**config.mk**
```make
export PLATFORM = sky130hd
export DESIGN_NAME = fifo_sync_ctrl_flat
export DESIGN_NICKNAME = d
export VERILOG_FILES = /design/src/rtl/fifo_sync_ctrl_if.sv /design/src/rtl/fifo_sync_ctrl.sv /design/src/flat_wrapper.sv
export SDC_FILE = /design/constraint.sdc
export NUM_CORES = 1
export LEC_CHECK = 0
export CAP_MARGIN = 20
export CORE_MARGIN = 2
export CORE_UTILIZATION = 30
export DETAILED_ROUTE_END_ITERATION = 10
export GPL_TIMING_DRIVEN = 1
export MAX_ROUTING_LAYER = met4
export RECOVER_POWER = 25
export SLEW_MARGIN = 20
export SYNTH_ARGS = -nofsm -noshare
export SYNTH_HDL_FRONTEND = slang
export SYNTH_SLANG_ARGS = --single-unit
```
**constraint.sdc**
```tcl
create_clock -name i_clk -period 5.32 [get_ports i_clk]
set_input_delay 1.064 -clock i_clk [delete_from_list [all_inputs] [get_ports i_clk]]
set_output_delay 1.064 -clock i_clk [all_outputs]
set_load 0.01 [all_outputs]
```
**src/rtl/fifo_sync_ctrl_if.sv**
```systemverilog
// Interface for the FIFO pointer/flag controller.
//
// Handshake: a producer raises w_req and holds its data stable; the word is
// taken on a rising edge where w_en=1 (w_en = w_req & !full & !flush).
// A consumer raises r_req and samples storage data at r_ptr in that same
// cycle; the pop takes effect on a rising edge where r_req & !empty & !flush.
// A request that is not taken may simply be held or dropped; rejected
// requests against full/empty also set the sticky error flags.
interface fifo_sync_ctrl_if #(
  parameter int PTR_WIDTH = 5
);

  // Requests and configuration from the FIFO user side
  logic                 w_req;
  logic                 r_req;
  logic                 flush;
  logic                 clr_err;
  logic [PTR_WIDTH-1:0] af_thresh;
  logic [PTR_WIDTH-1:0] ae_thresh;

  // Storage control and status from the controller
  logic                 w_en;
  logic [PTR_WIDTH-1:0] w_ptr;
  logic [PTR_WIDTH-1:0] r_ptr;
  logic                 full;
  logic                 empty;
  logic                 almost_full;
  logic                 almost_empty;
  logic [PTR_WIDTH-1:0] count;
  logic                 overflow;
  logic                 underflow;

  // User side: issues requests, observes status
  modport master (
    output w_req,
    output r_req,
    output flush,
    output clr_err,
    output af_thresh,
    output ae_thresh,
    input  w_en,
    input  w_ptr,
    input  r_ptr,
    input  full,
    input  empty,
    input  almost_full,
    input  almost_empty,
    input  count,
    input  overflow,
    input  underflow
  );

  // Controller side: consumes requests, drives status
  modport slave (
    input  w_req,
    input  r_req,
    input  flush,
    input  clr_err,
    input  af_thresh,
    input  ae_thresh,
    output w_en,
    output w_ptr,
    output r_ptr,
    output full,
    output empty,
    output almost_full,
    output almost_empty,
    output count,
    output overflow,
    output underflow
  );

endinterface

```
**src/rtl/fifo_sync_ctrl.sv**
```systemverilog
// Single-clock FIFO pointer and flag controller.
// Owns read/write pointers (address bits plus one wrap bit), qualifies the
// storage write strobe, and derives full/empty/occupancy/almost flags purely
// from the registered pointers. Overflow/underflow are sticky until cleared.
module fifo_sync_ctrl #(
  parameter int DEPTH     = 16,
  parameter int PTR_WIDTH = 5
) (
  input  logic          i_clk,
  input  logic          i_rst,
  fifo_sync_ctrl_if.slave bus
);

  localparam logic [PTR_WIDTH-1:0] PTR_ZERO = '0;
  localparam logic [PTR_WIDTH-1:0] PTR_ONE  = {{(PTR_WIDTH-1){1'b0}}, 1'b1};

  // The wrap-bit scheme only works when the address field exactly spans DEPTH
  generate
    if (DEPTH != (1 << (PTR_WIDTH - 1))) begin : g_bad_depth
      $error("fifo_sync_ctrl: DEPTH must equal 2**(PTR_WIDTH-1)");
    end
  endgenerate

  // Registered state: the two pointers fully define the FIFO contents
  logic [PTR_WIDTH-1:0] r_wr_ptr;
  logic [PTR_WIDTH-1:0] r_rd_ptr;
  logic                 r_overflow;
  logic                 r_underflow;

  // Derived flags and qualified requests
  logic [PTR_WIDTH-1:0] w_count;
  logic                 w_full;
  logic                 w_empty;
  logic                 w_push_ok;
  logic                 w_pop_ok;
  logic                 w_ovf_set;
  logic                 w_unf_set;
  logic [PTR_WIDTH-1:0] w_wr_ptr_nxt;
  logic [PTR_WIDTH-1:0] w_rd_ptr_nxt;
  logic                 w_overflow_nxt;
  logic                 w_underflow_nxt;

  // Status flags from registered pointers only, so they never glitch on requests
  always_comb begin
    w_count = r_wr_ptr - r_rd_ptr;
    w_empty = (r_wr_ptr == r_rd_ptr);
    w_full  = (r_wr_ptr[PTR_WIDTH-1] != r_rd_ptr[PTR_WIDTH-1]) &&
              (r_wr_ptr[PTR_WIDTH-2:0] == r_rd_ptr[PTR_WIDTH-2:0]);
  end

  // Request qualification: flush overrides everything, no pass-through or bypass
  always_comb begin
    w_push_ok = bus.w_req & ~w_full  & ~bus.flush;
    w_pop_ok  = bus.r_req & ~w_empty & ~bus.flush;
    w_ovf_set = bus.w_req &  w_full  & ~bus.flush;
    w_unf_set = bus.r_req &  w_empty & ~bus.flush;
  end

  // Next pointer values; natural binary wrap toggles the MSB at DEPTH-1 -> 0
  always_comb begin
    w_wr_ptr_nxt = r_wr_ptr;
    w_rd_ptr_nxt = r_rd_ptr;
    if (bus.flush) begin
      w_wr_ptr_nxt = PTR_ZERO;
      w_rd_ptr_nxt = PTR_ZERO;
    end else begin
      if (w_push_ok) begin
        w_wr_ptr_nxt = r_wr_ptr + PTR_ONE;
      end
      if (w_pop_ok) begin
        w_rd_ptr_nxt = r_rd_ptr + PTR_ONE;
      end
    end
  end

  // Sticky error next state: a new error in the same cycle beats the clear
  always_comb begin
    w_overflow_nxt  = r_overflow;
    w_underflow_nxt = r_underflow;
    if (bus.clr_err) begin
      w_overflow_nxt  = 1'b0;
      w_underflow_nxt = 1'b0;
    end
    if (w_ovf_set) begin
      w_overflow_nxt = 1'b1;
    end
    if (w_unf_set) begin
      w_underflow_nxt = 1'b1;
    end
  end

  // Pointer registers
  always_ff @(posedge i_clk or posedge i_rst) begin
    if (i_rst) begin
      r_wr_ptr <= PTR_ZERO;
      r_rd_ptr <= PTR_ZERO;
    end else begin
      r_wr_ptr <= w_wr_ptr_nxt;
      r_rd_ptr <= w_rd_ptr_nxt;
    end
  end

  // Sticky error registers; flush deliberately leaves them alone
  always_ff @(posedge i_clk or posedge i_rst) begin
    if (i_rst) begin
      r_overflow  <= 1'b0;
      r_underflow <= 1'b0;
    end else begin
      r_overflow  <= w_overflow_nxt;
      r_underflow <= w_underflow_nxt;
    end
  end

  // Output drive; almost flags are unsigned compares against live thresholds
  always_comb begin
    bus.w_en         = w_push_ok;
    bus.w_ptr        = r_wr_ptr;
    bus.r_ptr        = r_rd_ptr;
    bus.full         = w_full;
    bus.empty        = w_empty;
    bus.count        = w_count;
    bus.almost_full  = (w_count >= bus.af_thresh);
    bus.almost_empty = (w_count <= bus.ae_thresh);
    bus.overflow     = r_overflow;
    bus.underflow    = r_underflow;
  end

`ifndef SYNTHESIS
  // Structural sanity: the pointer pair can never encode both full and empty
  a_not_full_and_empty : assert property (
    @(posedge i_clk) disable iff (i_rst) !(w_full && w_empty)
  );

  // The write strobe must never fire into a full array
  a_no_write_when_full : assert property (
    @(posedge i_clk) disable iff (i_rst) !(w_push_ok && w_full)
  );
`endif

endmodule

```
**src/flat_wrapper.sv**
```systemverilog
// flat-port wrapper written by rule: the top's interface ports become plain ports
module fifo_sync_ctrl_flat 
#(
  parameter int DEPTH     = 16,
  parameter int PTR_WIDTH = 5
)
  (i_clk, i_rst, bus_w_req, bus_r_req, bus_flush, bus_clr_err, bus_af_thresh, bus_ae_thresh, bus_w_en, bus_w_ptr, bus_r_ptr, bus_full, bus_empty, bus_almost_full, bus_almost_empty, bus_count, bus_overflow, bus_underflow);
  fifo_sync_ctrl_if #(.PTR_WIDTH(PTR_WIDTH)) bus_i ();
  input  logic i_clk;
  input  logic i_rst;
  input wire logic [$bits(bus_i.w_req)-1:0] bus_w_req;
  input wire logic [$bits(bus_i.r_req)-1:0] bus_r_req;
  input wire logic [$bits(bus_i.flush)-1:0] bus_flush;
  input wire logic [$bits(bus_i.clr_err)-1:0] bus_clr_err;
  input wire logic [$bits(bus_i.af_thresh)-1:0] bus_af_thresh;
  input wire logic [$bits(bus_i.ae_thresh)-1:0] bus_ae_thresh;
  output wire logic [$bits(bus_i.w_en)-1:0] bus_w_en;
  output wire logic [$bits(bus_i.w_ptr)-1:0] bus_w_ptr;
  output wire logic [$bits(bus_i.r_ptr)-1:0] bus_r_ptr;
  output wire logic [$bits(bus_i.full)-1:0] bus_full;
  output wire logic [$bits(bus_i.empty)-1:0] bus_empty;
  output wire logic [$bits(bus_i.almost_full)-1:0] bus_almost_full;
  output wire logic [$bits(bus_i.almost_empty)-1:0] bus_almost_empty;
  output wire logic [$bits(bus_i.count)-1:0] bus_count;
  output wire logic [$bits(bus_i.overflow)-1:0] bus_overflow;
  output wire logic [$bits(bus_i.underflow)-1:0] bus_underflow;
  assign bus_i.w_req = bus_w_req;
  assign bus_i.r_req = bus_r_req;
  assign bus_i.flush = bus_flush;
  assign bus_i.clr_err = bus_clr_err;
  assign bus_i.af_thresh = bus_af_thresh;
  assign bus_i.ae_thresh = bus_ae_thresh;
  assign bus_w_en = bus_i.w_en;
  assign bus_w_ptr = bus_i.w_ptr;
  assign bus_r_ptr = bus_i.r_ptr;
  assign bus_full = bus_i.full;
  assign bus_empty = bus_i.empty;
  assign bus_almost_full = bus_i.almost_full;
  assign bus_almost_empty = bus_i.almost_empty;
  assign bus_count = bus_i.count;
  assign bus_overflow = bus_i.overflow;
  assign bus_underflow = bus_i.underflow;
  fifo_sync_ctrl #(.DEPTH(DEPTH), .PTR_WIDTH(PTR_WIDTH)) u_core (.i_clk(i_clk), .i_rst(i_rst), .bus(bus_i));
endmodule
```
==> run metrics, run 1 <==
Seq pwr share 27.0%; H-tree depth 1; Residual DRC 0; RR Startpoint u_core.bus.w_ptr[0]; mean post-synth cell area 8.78 sq um; CTS tree built; Setup crit end bus_almost_empty; worst-skew pair later-pin latency 0.27 ns; NetSw 0.149 mW; placed insts 193; Int Pwr 0.244 mW; GRT overflow 0; Syn Nets 146; worst r2r dst u_core.bus.w_ptr[1]; clock tree sinks 12; initial core utilization 32.0%; min Tclk post-route 4.26 ns; Worst setup EP type output port; switching share of power 37.9%; Peak VDD IR 0.000161 V; clk slew on worst S/H paths 0.07 ns; CTS buffer count 3; Final #Nets 187; CTS max path bufs 2; Total Routing Usage GR 13.8%; Netlist cell types 24; power per cell area 273 mW/mm^2; Clock Power Share 14.3%; layout cells sized above 1 3.29%; Cell Rows 20; most frequent cells in the layout clkdlybuf4s50_1 (36), inv_1 (20), ha_1 (16); I/O Pins 38; Core Box Area 0.00310 sq mm; Finish-stage setup viols 0; DRT iter0 DRCs 23; Die Width 61.5 um; fin cells 196; 1st-pass router iterations 2; CTS root buffer clkbuf_4; Port Buf Inserts 37; WL/cell 12.0 um; Peak Freq 0.235 GHz; antenna violations before repair 0; RSZ-0062 raised after global routing no; required time of the worst setup path 4.26 ns; via/cell ratio 4.67; synthesized instance count 113; largest net degree at the start of global routing 14; most common cell after layout, fill and taps aside clkdlybuf4s50_1; WS Path Type register to output port; Pins Over Slew Limit 0; crit path max fanout 4; Netlist Area Pre-Place 992 sq um; Post-DP HPWL 1920 um; Crit path arrival time 3.20 ns; Comb power frac 58.8%; Worst Tran Pin Value 0.484 ns; fin crit share 80.1%; vias 916; ANT cells 0; post-cts resize count 0; CTS hold repair buffers 0; Hold WC Path Type register to register; synth warn 0; buffer count from post-CTS setup fixing 0; Area growth, synth to finish 44.8%; final hold viol count 0; Max-slew headroom 67.7%; setup tns final 0 ns; critical path startpoint u_core.bus.w_ptr[0]; R2R setup slack 3.40 ns; first-pass GRT wire length 3820 um; # Max-Cap Violations 0; die height 61.5 um; status complete, no violations; R2R depth 6; Final Skew 0.00283 ns; Setup crit start kind register; Antenna Nets Post-Route 0; Seq/Total Area, Yosys 30.3%; Pleak 0.661 nW; vias in the first global route 918; Yosys reg bits 12; Die Area 0.00378 sq mm; total wire length 2350 um; GPL Wtd Cong 0.803
-- per-layer routing --
layer / wire, um / track usage, % / share of wire (%) / vias to the layer above
met2: 1050 / 23.6 / 45 / 34
met3: 189 / 2.10 / 8.0 / 5
li1: - / - / - / 462
met1: 1070 / 16.4 / 46 / 415
met4: 36 / 4.56 / 1.5 / 0
met5: 0 / - / 0 / -
-- synthesized netlist by cell type --
library cell | count | share of area (%)
clkbuf_1 | 1 | 0.38
o21ai_2 | 1 | 0.88
o21ai_1 | 1 | 0.50
xnor2_1 | 8 | 7.1
o211ai_1 | 2 | 1.5
dfrtp_1 | 12 | 30
nand3b_1 | 2 | 1.5
nor2_1 | 13 | 4.9
a21o_1 | 2 | 1.5
nand2_1 | 2 | 0.76
nor2b_1 | 1 | 0.63
fa_1 | 1 | 2.0
nand4_1 | 5 | 3.2
o21ai_0 | 4 | 2.0
a21oi_1 | 10 | 5.0
xor2_2 | 1 | 1.6
and4_1 | 1 | 0.88
ha_1 | 16 | 20
mux2i_1 | 2 | 2.0
xor2_1 | 3 | 2.6
nand3_1 | 2 | 1.0
or3_1 | 1 | 0.63
inv_1 | 20 | 7.6
o22ai_1 | 2 | 1.3
-- power groups by stage --
stage                     Clock, mW  Sequential, mW  Combinational, mW
after floorplan                   0           0.109              0.126
after global placement            0           0.107              0.225
after detailed placement          0           0.108              0.232
after CTS                    0.0565           0.106              0.234
after global routing         0.0616           0.107              0.259
final                        0.0559           0.106              0.231
-- flip-flops by register name (all words and copies together), names as in the netlist --
| name | cells |
|---|---|
| u_core.bus.underflow | 1 |
| u_core.bus.r_ptr | 5 |
| u_core.bus.overflow | 1 |
| u_core.bus.w_ptr | 5 |
-- worst min path at each step --
| stage | from | end | slack (ns) | depth (start not counted) |
|---|---|---|---|---|
| after floorplan | u_core.bus.overflow | u_core.bus.overflow | 0.55 | 2 |
| after global placement | u_core.bus.overflow | u_core.bus.overflow | 0.51 | 2 |
| after detailed placement | u_core.bus.underflow | u_core.bus.underflow | 0.53 | 2 |
| after CTS | u_core.bus.underflow | u_core.bus.underflow | 0.55 | 2 |
| after global routing | u_core.bus.overflow | u_core.bus.overflow | 0.56 | 2 |
| final | u_core.bus.underflow | u_core.bus.underflow | 0.54 | 2 |
-- per-stage QoR --
step                      util (%)  cell area, sq um  hold slack (ns)  worst slack, ns  total power [mW]
final                         46.3              1440            0.541             1.06             0.392
after global placement        45.6              1410            0.513             1.38             0.333
after CTS                     46.3              1440            0.549             1.02             0.396
after global routing          46.3              1440            0.558            0.787             0.428
after floorplan                  -               992            0.549             1.90             0.235
after detailed placement      45.6              1410            0.535             1.32             0.340
-- cell type report --
| type | count | area [sq um] |
|---|---|---|
| clock buffer | 3 | 22.5 |
| inverter | 20 | 75.1 |
| sequential | 12 | 300 |
| tap | 44 | 55.1 |
| timing repair buffer | 37 | 370 |
| fill | 327 | 1670 |
| multi-input combinational | 80 | 613 |
-- cell families after synthesis --
kind of cell	Yosys count	synth area share, %
AND/OR/NAND/NOR	27	13.5
AO/OA/AOI/OAI	22	12.7
XOR/XNOR	12	11.4
multiplexers	2	2.02
flip-flops	12	30.3
buffers and inverters	21	7.94
adder cells (fa/ha/maj)	17	22.2
-- critical path, cell delays in order (launching register included) --
cell and delay [ns]:
dfrtp_1 0.42, inv_1 0.12, ha_1 0.15, inv_1 0.06
fa_1 0.40, a21o_1 0.17, a21oi_1 0.16, xnor2_1 0.23
ha_1 0.32, nand3_1 0.11, o22ai_1 0.10, o22ai_1 0.15
clkdlybuf4s50_1 0.55
No activity file was read; power rests on OpenSTA's default activity.
==> run 2: changes to the inputs <==
- clock period: 5.32 -> 3.6 ns (I/O delays scaled with it)
==> run metrics, run 2 (synthesized netlist as in run 1, its figures left out) <==
Antenna Nets Post-Route 0 (unchanged); Residual DRC 0 (unchanged); Total Routing Usage GR 15.3% (was 13.8%); CTS buffer count 3 (unchanged); Die Area 0.00378 sq mm (unchanged); Slowest-stage cell, CP dfrtp_1 (was clkdlybuf4s50_1); Port Buf Inserts 37 (unchanged); power per cell area 414 mW/mm^2 (was 273 mW/mm^2); setup tns final 0 ns (unchanged); Worst Tran Pin Value 0.484 ns (about the same); Core Box Area 0.00310 sq mm (unchanged); GPL Wtd Cong 0.807 (was 0.803); WHS 0.537 ns (was 0.541 ns); Finish-stage setup viols 0 (unchanged); H-tree depth 1 (unchanged); Cell Rows 20 (unchanged); most frequent cells in the layout clkdlybuf4s50_1 (34), inv_1 (20), ha_1 (16) (was clkdlybuf4s50_1 (36), inv_1 (20), ha_1 (16)); Worst setup EP type output port (unchanged); clk slew on worst S/H paths 0.08 ns (was 0.07 ns); Area growth, synth to finish 50.7% (was 44.8%); via/cell ratio 4.72 (was 4.67); Max-slew headroom 67.7% (about the same); Pins Over Slew Limit 0 (unchanged); WS Path Type register to output port (unchanged); ANT cells 0 (unchanged); Crit path arrival time 2.62 ns (was 3.20 ns); Final Skew 0.00258 ns (was 0.00283 ns); RSZ-0062 raised after global routing no (unchanged); Final #Nets 193 (was 187); CP cell instances inv_1 > ha_1 > inv_1 > fa_2 > a21o_1 > a21oi_2 > xnor2_1 > ha_1 > nand4_1 > a21oi_1 > nor2_1 > nand2_1 > dlygate4sd2_1 (was inv_1 > ha_1 > inv_1 > fa_1 > a21o_1 > a21oi_1 > xnor2_1 > ha_1 > nand3_1 > o22ai_1 > o22ai_1 > clkdlybuf4s50_1); Hold WC Path Type register to register (unchanged); CP peak stage delay 0.38 ns (was 0.55 ns); # Max-Cap Violations 0 (unchanged); Peak VDD IR 0.000178 V (was 0.000161 V); worst-skew pair later-pin latency 0.27 ns (about the same); CTS hold repair buffers 0 (unchanged); 1st-pass router iterations 4 (was 2); Die Width 61.5 um (unchanged); die height 61.5 um (unchanged); I/O Pins 38 (unchanged); Peak Freq 0.300 GHz; placed insts 197 (was 193); CTS max path bufs 2 (unchanged); Post-DP HPWL 2070 um (was 1920 um); final hold viol count 0 (unchanged); PnR worst setup slack 0.261 ns (was 1.06 ns); DRT iter0 DRCs 20 (was 23); Pleak 0.700 nW (was 0.661 nW); CTS root buffer clkbuf_4 (unchanged); Crit path max-delay family adder cells (unchanged); CTS tree built (unchanged); fin cells 203 (was 196); DP Worst Slack 0.111 ns (was 1.32 ns); total wire length 2600 um (was 2350 um); WL/cell 12.8 um (was 12.0 um); fin crit share 92.7%; crit path max fanout 2 (was 4); largest net degree at the start of global routing 13 (was 14); vias in the first global route 1,038 (was 918); R2R setup slack 1.58 ns (was 3.40 ns); antenna violations before repair 0 (unchanged); Setup crit start kind register (unchanged); Crit path buffers/inverters 3 (unchanged); most common cell after layout, fill and taps aside clkdlybuf4s50_1 (unchanged); status complete, no violations (unchanged); initial core utilization 32.0% (unchanged); first-pass GRT wire length 4320 um (was 3820 um); vias 959 (was 916); min Tclk post-route 3.34 ns; final core occ 48.2% (was 46.3%); clock tree sinks 12 (unchanged); layout cells sized above 1 9.43% (was 3.29%); GRT overflow 0 (unchanged); required time of the worst setup path 2.88 ns (was 4.26 ns)
[run 2: power breakdown]
group | internal (mW) | total, mW | leakage, nW | switching (mW)
combinational | 0.185 | 0.358 | 0.514 | 0.173
sequential | 0.144 | 0.152 | 0.164 | 0.00815
clock | 0.0614 | 0.108 | 0.0210 | 0.0466
[run 2: what timing repair did]
item	4_1_cts	5_1_grt
pin swaps	1	1
resized for setup	2	5
setup buffers	2	0
setup endpoints to repair	2	2
[run 2: metrics by stage]
stage / total power, mW / cell area [sq um]
floorplan: 0.347 / 992
global placement: 0.499 / 1440
detailed placement: 0.512 / 1440
CTS: 0.625 / 1490
global route: 0.678 / 1500
finish: 0.619 / 1500
[run 2: path summary, 6_finish.rpt]
| path | start | cells past startpoint | end |
|---|---|---|---|
| max in group asynchronous | i_rst | 2 | u_core.bus.w_ptr[1] |
| worst min-delay path | u_core.bus.underflow | 2 | u_core.bus.underflow |
| worst max-delay path | u_core.bus.w_ptr[0] | 13 | bus_almost_full |
| worst min register to register | u_core.bus.underflow | 2 | u_core.bus.underflow |
| min in group asynchronous | i_rst | 2 | u_core.bus.underflow |
| worst max register to register | u_core.bus.r_ptr[2] | 6 | u_core.bus.w_ptr[1] |
[run 2: area by class of cell]
cell class              instances  area, sq um
well taps                      44         55.1
multi-input cells              80          619
repair buffers                 43          409
fillers                       336         1610
flip-flops and latches         12          300
inverters                      20         75.1
clock buffers                   4         36.3
[run 2: worst register-to-register path, stage by stage (launching register included)]
cell and delay (ns):
dfrtp_1 0.41, inv_1 0.09, ha_1 0.37, nand4_1 0.30, o21ai_1 0.41, mux2i_1 0.27, nor2_1 0.05
[run 2: routing by layer]
layer | vias up | share of wire [%] | track usage (%)
met1 | 447 | 44 | 17.7
met2 | 31 | 50 | 27.8
li1 | 479 | - | -
met4 | 0 | 0.35 | 3.65
met5 | - | 0 | -
met3 | 2 | 6.1 | 1.89
==> run 3: changes to the inputs <==
- DONT_BUFFER_PORTS: default -> 1
==> run metrics, run 3 (synthesized netlist as in run 1, its figures left out) <==
status complete, no violations (unchanged); antenna violations before repair 0 (unchanged); vias in the first global route 790 (was 1,038); Die Width 61.5 um (unchanged); R2R setup slack 1.64 ns (was 1.58 ns); Final #Nets 151 (was 193); fin crit share 95.6% (was 92.7%); Core Box Area 0.00310 sq mm (unchanged); Crit path max-delay family adder cells (unchanged); largest net degree at the start of global routing 14 (was 13); WS Path Type register to output port (unchanged); CTS root buffer clkbuf_4 (unchanged); PnR worst setup slack 0.160 ns (was 0.261 ns); CTS tree built (unchanged); clk slew on worst S/H paths 0.07 ns (was 0.08 ns); first-pass GRT wire length 3320 um (was 4320 um); Setup crit start kind register (unchanged); Crit path arrival time 2.72 ns (was 2.62 ns); Finish-stage setup viols 0 (unchanged); crit-path most repeated cell ha_1; DRT iter0 DRCs 13 (was 20); Int Pwr 0.276 mW (was 0.390 mW); NetSw 0.205 mW (was 0.228 mW); RSZ-0062 raised after global routing no (unchanged); clock tree sinks 12 (unchanged); die height 61.5 um (unchanged); setup tns final 0 ns (unchanged); Hold WC Path Type input port to async pin (was register to register); crit path max fanout 5 (was 2); power per cell area 441 mW/mm^2 (was 414 mW/mm^2); most used routing layer in global routing met2 (unchanged); Die Area 0.00378 sq mm (unchanged); Post-DP HPWL 1830 um (was 2070 um); Area growth, synth to finish 10.1% (was 50.7%); CTS buffer count 3 (unchanged); Pins Over Slew Limit 0 (unchanged); DP Worst Slack 0.296 ns (was 0.111 ns); Worst Tran Pin Value 0.547 ns (was 0.484 ns); Port Buf Inserts 0 (was 37); Worst setup EP type output port (unchanged); Seq pwr share 33.8% (was 24.6%); Max-slew headroom 63.3% (was 67.7%); CTS max path bufs 2 (unchanged); Peak Freq 0.291 GHz (was 0.300 GHz); Clock Power Share 16.5% (was 17.5%); ANT cells 0 (unchanged); min Tclk post-route 3.44 ns (was 3.34 ns); grt met3 use 4.83% (was 1.89%); initial core utilization 32.0% (unchanged); GRT overflow 0 (unchanged); Slowest-stage cell, CP dfrtp_1 (unchanged); GR met1 Demand/Resource 13.3% (was 17.7%); GPL Wtd Cong 0.752 (was 0.807); required time of the worst setup path 2.88 ns (about the same); WHS 0.345 ns (was 0.537 ns); Residual DRC 0 (unchanged); H-tree depth 1 (unchanged); layout cells sized above 1 8.62% (was 9.43%); Crit path buffers/inverters 1 (was 3); switching share of power 42.6% (was 36.9%); most common cell after layout, fill and taps aside inv_1 (was clkdlybuf4s50_1); GR Util met2 21.4% (was 27.8%); Final Skew 0.00748 ns (was 0.00258 ns); WL/cell 13.8 um (was 12.8 um); CP cell instances ha_1 > inv_1 > fa_1 > a21o_1 > a21oi_2 > xnor2_2 > ha_1 > nand3_1 > o22ai_1 > o22ai_2 (was inv_1 > ha_1 > inv_1 > fa_2 > a21o_1 > a21oi_2 > xnor2_1 > ha_1 > nand4_1 > a21oi_1 > nor2_1 > nand2_1 > dlygate4sd2_1); Antenna Nets Post-Route 0 (unchanged); final hold viol count 0 (unchanged); vias 804 (was 959); Pleak 0.536 nW (was 0.700 nW); buffer count from post-CTS setup fixing 0 (was 2); CP peak stage delay 0.50 ns (was 0.38 ns); I/O Pins 38 (unchanged); Peak VDD IR 0.000171 V (was 0.000178 V); Total Routing Usage GR 12.5% (was 15.3%); # Max-Cap Violations 0 (unchanged); 1st-pass router iterations 4 (unchanged); CTS hold repair buffers 0 (unchanged); worst-skew pair later-pin latency 0.27 ns (about the same); total wire length 2220 um (was 2600 um); Comb power frac 49.6% (was 57.9%); via/cell ratio 5.03 (was 4.72); Cell Rows 20 (unchanged); most frequent cells in the layout inv_1 (20), ha_1 (16), nor2_1 (13) (was clkdlybuf4s50_1 (34), inv_1 (20), ha_1 (16))
[run 3: worst paths after layout]
check	depth (start not counted)	startpoint	to
setup / recovery	10	u_core.bus.r_ptr[0]	bus_almost_empty
hold / removal	1	i_rst	u_core.bus.underflow
setup reg to reg	5	u_core.bus.r_ptr[0]	u_core.bus.w_ptr[1]
hold reg to reg	2	u_core.bus.overflow	u_core.bus.overflow
max in group asynchronous	1	i_rst	u_core.bus.w_ptr[0]
min in group i_clk	1	bus_flush	u_core.bus.r_ptr[3]
[run 3: layout make-up]
type	instances	area [sq um]
Clock buffer	3	22.5
Fill cell	342	2010
Inverter	20	75.1
Multi-Input combinational cell	80	631
Sequential cell	12	302
Tap cell	44	55.1
Timing Repair Buffer	1	7.51
[run 3: metal layers]
layer  up-vias  share of wire, %  wire (um)
li1        388                 -          -
met1       372                42        922
met2        44                47       1050
met3         0                11        247
met4         0                 0          0
met5         -                 0          0
[run 3: power by group through the flow]
stage | clock network [mW] | logic, mW | registers, mW
global placement | 0 | 0.215 | 0.166
detailed placement | 0 | 0.229 | 0.166
finish | 0.0796 | 0.239 | 0.163
floorplan | 0 | 0.186 | 0.162
global route | 0.0891 | 0.266 | 0.165
CTS | 0.0832 | 0.234 | 0.163
[run 3: metrics by stage]
step	area, sq um	utilization, %	power [mW]	instances
after floorplan	992	-	0.347	113
after global placement	1050	33.9	0.380	157
after detailed placement	1050	33.9	0.395	157
after CTS	1080	34.8	0.480	160
after global routing	1090	35.2	0.520	160
final	1090	35.2	0.482	160
[run 3: repair_timing]
item                                    4_1_cts  5_1_grt
endpoints found under the setup margin        1        1
endpoints found under the hold margin         0        0
gates resized for setup                       1        3
pin swaps                                     0        0
[run 3: worst register-to-register path: stages, from the launching register on]
cell	delay (ns)
dfrtp_1	0.48
ha_1	0.45
nand4_1	0.29
o21ai_1	0.35
mux2i_1	0.22
nor2_1	0.05
